[src/rtl/product_accumulator_pkg.sv]
// Shared types and default widths for the product accumulator slice.
package product_accumulator_pkg;

    localparam int PROD_W_DEF = 8;
    localparam int ACC_W_DEF  = 16;
    localparam int CNT_W_DEF  = 4;

    typedef enum logic [1:0] {
        ST_IDLE = 2'd0,
        ST_ACC  = 2'd1,
        ST_DONE = 2'd2
    } state_e;

endpackage

[src/rtl/product_accumulator_accum_add.sv]
// Combinational accumulator adder with carry-out; PRODUCT_ACC_SAT_EN selects
// clamp-to-all-ones instead of wrap-around on overflow.
module accum_add
    import product_accumulator_pkg::*;
#(
    parameter int PROD_W = PROD_W_DEF,
    parameter int ACC_W  = ACC_W_DEF
) (
    input  logic [ACC_W-1:0]  acc,
    input  logic [PROD_W-1:0] addend,
    output logic [ACC_W-1:0]  result,
    output logic              carry
);

    logic [ACC_W:0] full_s;

    // Widened add so the carry out of the top accumulator bit is visible
    always_comb begin
        full_s = {1'b0, acc} + {{(ACC_W + 1 - PROD_W){1'b0}}, addend};
        carry  = full_s[ACC_W];
`ifdef PRODUCT_ACC_SAT_EN
        result = carry ? {ACC_W{1'b1}} : full_s[ACC_W-1:0];
`else
        result = full_s[ACC_W-1:0];
`endif
    end

endmodule

[src/rtl/product_accumulator.sv]
// Burst accumulator behind the array multiplier: sums len products, then holds
// the total on a valid/ready output. Overflow mode set by PRODUCT_ACC_SAT_EN.
module product_accumulator
    import product_accumulator_pkg::*;
#(
    parameter int PROD_W = PROD_W_DEF,
    parameter int ACC_W  = ACC_W_DEF,
    parameter int CNT_W  = CNT_W_DEF
) (
    input  logic              clk,
    input  logic              rst_n,
    input  logic              clr,
    input  logic [CNT_W-1:0]  len,
    input  logic              pValid,
    input  logic [PROD_W-1:0] pData,
    output logic              pReady,
    output logic [ACC_W-1:0]  sum,
    output logic              sValid,
    input  logic              sReady,
    output logic              ovf,
    output logic              busy
);

    state_e             state_r;
    logic [ACC_W-1:0]   acc_r;
    logic [CNT_W-1:0]   rem_r;
    logic               ovf_r;

    logic [ACC_W-1:0]   addResult_s;
    logic               addCarry_s;
    logic               pAccept_s;
    logic [CNT_W-1:0]   firstRem_s;

    accum_add #(
        .PROD_W (PROD_W),
        .ACC_W  (ACC_W)
    ) uAdd (
        .acc    (acc_r),
        .addend (pData),
        .result (addResult_s),
        .carry  (addCarry_s)
    );

    assign pReady    = (state_r != ST_DONE) && !clr;
    assign pAccept_s = pValid && pReady;
    // len of zero behaves like a single-product burst
    assign firstRem_s = (len == {CNT_W{1'b0}}) ? {CNT_W{1'b0}} : (len - CNT_W'(1));

    assign sum    = acc_r;
    assign ovf    = ovf_r;
    assign sValid = (state_r == ST_DONE);
    assign busy   = (state_r != ST_IDLE);

    // Burst FSM, remaining-count and accumulator registers
    always_ff @(posedge clk or negedge rst_n) begin
        if (!rst_n) begin
            state_r <= ST_IDLE;
            acc_r   <= {ACC_W{1'b0}};
            rem_r   <= {CNT_W{1'b0}};
            ovf_r   <= 1'b0;
        end else if (clr) begin
            state_r <= ST_IDLE;
            acc_r   <= {ACC_W{1'b0}};
            rem_r   <= {CNT_W{1'b0}};
            ovf_r   <= 1'b0;
        end else begin
            case (state_r)
                ST_IDLE: begin
                    if (pAccept_s) begin
                        acc_r   <= ACC_W'(pData);
                        ovf_r   <= 1'b0;
                        rem_r   <= firstRem_s;
                        state_r <= (len <= CNT_W'(1)) ? ST_DONE : ST_ACC;
                    end else begin
                        state_r <= ST_IDLE;
                    end
                end
                ST_ACC: begin
                    if (pAccept_s) begin
                        acc_r   <= addResult_s;
                        ovf_r   <= ovf_r | addCarry_s;
                        rem_r   <= rem_r - CNT_W'(1);
                        state_r <= (rem_r == CNT_W'(1)) ? ST_DONE : ST_ACC;
                    end else begin
                        state_r <= ST_ACC;
                    end
                end
                ST_DONE: begin
                    // acc stays put so sum is stable under backpressure
                    if (sReady) begin
                        state_r <= ST_IDLE;
                    end else begin
                        state_r <= ST_DONE;
                    end
                end
                default: begin
                    state_r <= ST_IDLE;
                end
            endcase
        end
    end

endmodule
[config.mk]
export PLATFORM = sky130hd
export DESIGN_NAME = product_accumulator
export DESIGN_NICKNAME = d
export VERILOG_FILES = /design/src/rtl/product_accumulator_pkg.sv /design/src/rtl/product_accumulator_accum_add.sv /design/src/rtl/product_accumulator.sv
export SDC_FILE = /design/constraint.sdc
export NUM_CORES = 1
export LEC_CHECK = 0
export BUFFER_PORTS_ARGS = -buffer_cell sky130_fd_sc_hd__buf_2
export CAP_MARGIN = 20
export CORE_MARGIN = 1
export CORE_UTILIZATION = 58
export DETAILED_ROUTE_END_ITERATION = 8
export GPL_ROUTABILITY_DRIVEN = 0
export PLACE_DENSITY_LB_ADDON = 0.25
export SETUP_SLACK_MARGIN = 0.05
export SYNTH_ARGS = -nofsm -noshare
export SYNTH_HDL_FRONTEND = slang
export SYNTH_SLANG_ARGS = --single-unit
[constraint.sdc]
create_clock -name clk -period 6.11 [get_ports clk]
set_clock_uncertainty 0.1 [all_clocks]
set_input_delay 1.222 -clock clk [delete_from_list [all_inputs] [get_ports clk]]
set_output_delay 1.222 -clock clk [all_outputs]
set_load 0.05 [all_outputs]
* Yosys cells after proc, flatten, opt, wreduce, memory -nomap -nowiden *
Cells that the tools add are included.
W data, S select, Z words.

storage, ports and cells
  logic and storage cells = 43
  register bits after elaboration = 23
  input port bits = 17
  output and inout port bits = 20

cells by class
  add/subtract/negate cells = 3
  bitwise logic cells = 1
  $lt $le $gt $ge = 1
  reduce and logical (&&, ||, !) cells = 8
  muxes and demuxes = 20
  eq/ne operators = 6

operators with widths
  cell                   count
  $mux W16               3
  $pmux W16 S2           1
  $add A16 B8 Y17        1
  $mux W4                4
  $mux W2                6
  $pmux W4 S2            1
  $sub A4 B1 Y4 const B  2
  $ne A3 B3 Y1 const B   2
  $pmux W2 S3            1
  $eq A4 B1 Y1 const B   1
  $le A4 B1 Y1 const B   1
  $logic_not A4 Y1       1
  $mux W1                3
  $reduce_and A3 Y1      1
  $reduce_bool A3 Y1     1
  $eq A2 B1 Y1 const B   1
  $eq A2 B2 Y1 const B   1
  $logic_and A1 B1 Y1    2
  $logic_not A2 Y1       1
  $ne A2 B2 Y1 const B   1
  $pmux W1 S2            1
  $reduce_bool A2 Y1     1
  $logic_not A1 Y1       1
  $or A1 B1 Y1           1

* Longest topological paths before layout *
  depth in word-level cells = 6
  depth in mapped cells = 7
  mapped depth without buffers = 7

* Cells and area by module *
A second synthesis with hierarchy kept.

second synthesis, totals
  cells, all modules = 195
  area total of the unflattened synthesis = 1725.4 sq um

by module, submodules not included
  module               times used  area an instance (sq um)  seq. area each (sq um)  cells an instance
  product_accumulator  1           1131.1                    575.6                   111
  accum_add            1           594.3                     0.0                     84

* Least setup slack after synthesis *
OpenSTA, ideal clock, no wires.

  path kind = in2out
  start point = input port clr
  end point = output port pReady
  cell stages on the path = 3
  slack = 2.496 ns
  arrival = 2.292 ns
  required time = 4.788 ns
  path buffers = 2
  cells stage by stage = buf_1 -> clkbuf_1 -> nor2_1

on the way
  word-level cells in the longest chain between the ends = 2

RTL lines
  item                 line                       text
  start, declared      product_accumulator.sv:12  input logic clr,
  $logic_not A1 Y1     product_accumulator.sv:44  assign pReady = (state_r != ST_DONE) && !clr;
  $logic_and A1 B1 Y1  product_accumulator.sv:44
  end, declared        product_accumulator.sv:16  output logic pReady,

Every way passes these cells.

* Worst setup path after layout *
Same ends and word-level chain as after synthesis.

==> run metrics <==
status finished clean; most common library cells after synthesis dfrtp_1, nand2_1, a21oi_1, nor2_1, ha_1; sum of negative setup slack 0 ns; Period Utilization, post-route 52.4%; Max IR drop VDD 0.141 mV; hold_buf cts 0; Hold Slack 0.406 ns; Vias 1,682; TritonCTS Sinks 23; worst r2r src sum[0]; Top FF cell, synth dfrtp_1; synth top area cells dfrtp_1, ha_1, a21oi_1; Cells after DPL roughly 260; clk root buf clkbuf_4; asr flop ratio synth between 90% and 100%; max-cap viol count 0; DR pass1 iterations 4; total CTS buffers 3; synth warn 0; RSZ-0062 raised after global routing no; share of cells above drive strength 1 around a fifth; busiest metal layer after global routing met2; ant diodes 0; largest net degree at the start of global routing 24; most frequent cell after synthesis dfrtp_1; fmax 312 MHz; area of the die 0.00319 mm²; HP Start ovf; Max stage delay on crit path 0.35 ns; Multi-input gate area 0.00108 mm²; Netlist Area Pre-Place 0.00172 mm²; Setup-failing EPs final 0; Layout Nets approximately 270; syn nets 233; Tot Pwr 381 µW; GRT overflow 0; min Tclk post-route between 3 and 4 ns; CTS H-tree depth 1; non-filler cells in the finished layout 268; post-route ant nets 0; GR Layer Usage met2 43.4%; Final WS setup 2.91 ns; CP startpoint clr; Leak Pwr about 0.94 nW; Synth area leader dfrtp_1; flops & latches, synth 23; Max Slew Vio Count 0; synth unique cells 47; share of the synthesized area in the top cell type 33.5%; Clock transition at path regs 0.14 ns; DRC viols 0; Area growth, synth to finish 12.4%; clk buf depth 2; DIE WIDTH between 50 and 60 µm; Power Density around 200 mW/mm²; worst endpoint required time 4.79 ns; Post-synth EDFFs 0; initial antenna violation count 0; post-CTS sizing 0; crit-path leading delay family buffers and inverters; Worst-Margin Slew just under 0.7 ns; WP data arrival ~1.9 ns; FILL cells around 240; syn avg cell area 8.39 µm²; initial DRC count 52; # rows 19; cells along the critical path buf_2 > nor2_1 > buf_2; global-route wire length before repair 6.92 mm; final instance area 0.00193 mm²; max_slew headroom between 50% and 60%; port buffer count 36; number of global-route vias before repair roughly 1,500; total core area about 0.0028 mm²; GR Util met3 5.30%; Initial Utilization 61.8%; DIE HEIGHT 56.4 µm; Synth Instances ~200; CTS tree yes; Setup CP Type input port to output pin; sequential share of the synthesized area between 30 and 40%; area post-placement approximately 0.0019 mm²; Crit-path slowest cell buf_2; CP bufs+invs 2; Ports 37; Avg Vias per Cell around 6.3; crit end category output pin; setup bufs post-CTS 0; Worst Hold Class register to register; total area of sequential cells 576 µm²; final hold viol count 0; crit start category input port; worst slack, placed 2.84 ns; Final Util 69.5%; met1 usage 38.0%; Clock Latency Late Sink 0.32 ns; Avg WL per Cell 14.5 µm; HPWL Detailed just under 3 mm; total global-route track usage 27.3%; Total Wirelength 3.89 mm; CP dominant cell by count buf_2; crit-path max FO 23
-- cells by family after synthesis --
group | Yosys count | share of synthesized area (%)
flip-flops | 23 | 33.5
multiplexers | 1 | 0.582
AO/OA/AOI/OAI | 66 | 25.3
buffers and inverters | 16 | 3.93
XOR/XNOR | 6 | 3.06
adder cells (fa/ha/maj) | 11 | 8.44
AND/OR/NAND/NOR | 82 | 25.3
-- flip-flops by register name, indices dropped and copies added, names as in the netlist --
name	flops
ovf	1
rem_r	4
state_r	2
sum	16
-- area by class of cell --
class	instances	area share, %
sequential	23	29.8
multi-input combinational	166	55.7
timing repair buffer	37	9.72
inverter	7	1.36
clock inverter	1	0.259
tap	31	2.01
clock buffer	3	1.17
-- layer usage --
| layer | wire length [µm] | up-vias |
|---|---|---|
| li1 | - | 822 |
| met1 | 1820 | 801 |
| met2 | 1860 | 55 |
| met3 | 171 | 4 |
| met4 | 42 | 0 |
| met5 | 0 | - |
-- cell usage in the layout (no fill, tap or decap), types with 4 or more instances in the layout --
master,synthesis,layout
o21ai_1,4,4
and3_1,5,5
nor2_1,14,14
a21oi_1,18,18
nor2b_1,4,4
o211ai_1,4,4
o21ai_0,8,8
nor3_1,7,7
a311oi_1,4,4
ha_1,10,10
inv_1,7,7
nor3b_1,5,5
a211oi_1,6,6
nand3_1,7,7
nand2_1,21,21
buf_2,0,36
nand2b_1,5,5
xnor2_1,4,4
dfrtp_1,23,23
-- report_power, final --
part | switching (mW) | internal (mW) | leakage (nW) | total, mW
sequential | 0.00934 | 0.161 | 0.310 | 0.170
clock | 0.0501 | 0.0245 | 0.0177 | 0.0747
combinational | 0.0889 | 0.0474 | 0.611 | 0.136
total | 0.148 | 0.233 | 0.939 | 0.381
-- path summary, 6_finish.rpt --
check / slack, ns / cells past startpoint / endpoint
worst max-delay path: 2.91 / 3 / pReady
max in group asynchronous: 4.79 / 1 / sum[6]
worst min register to register: 0.41 / 1 / ovf
min in group asynchronous: 0.76 / 1 / sum[15]
worst max register to register: 3.78 / 7 / sum[6]
worst min-delay path: 0.41 / 1 / ovf
Note: power is estimated with default switching activity, not from simulation.
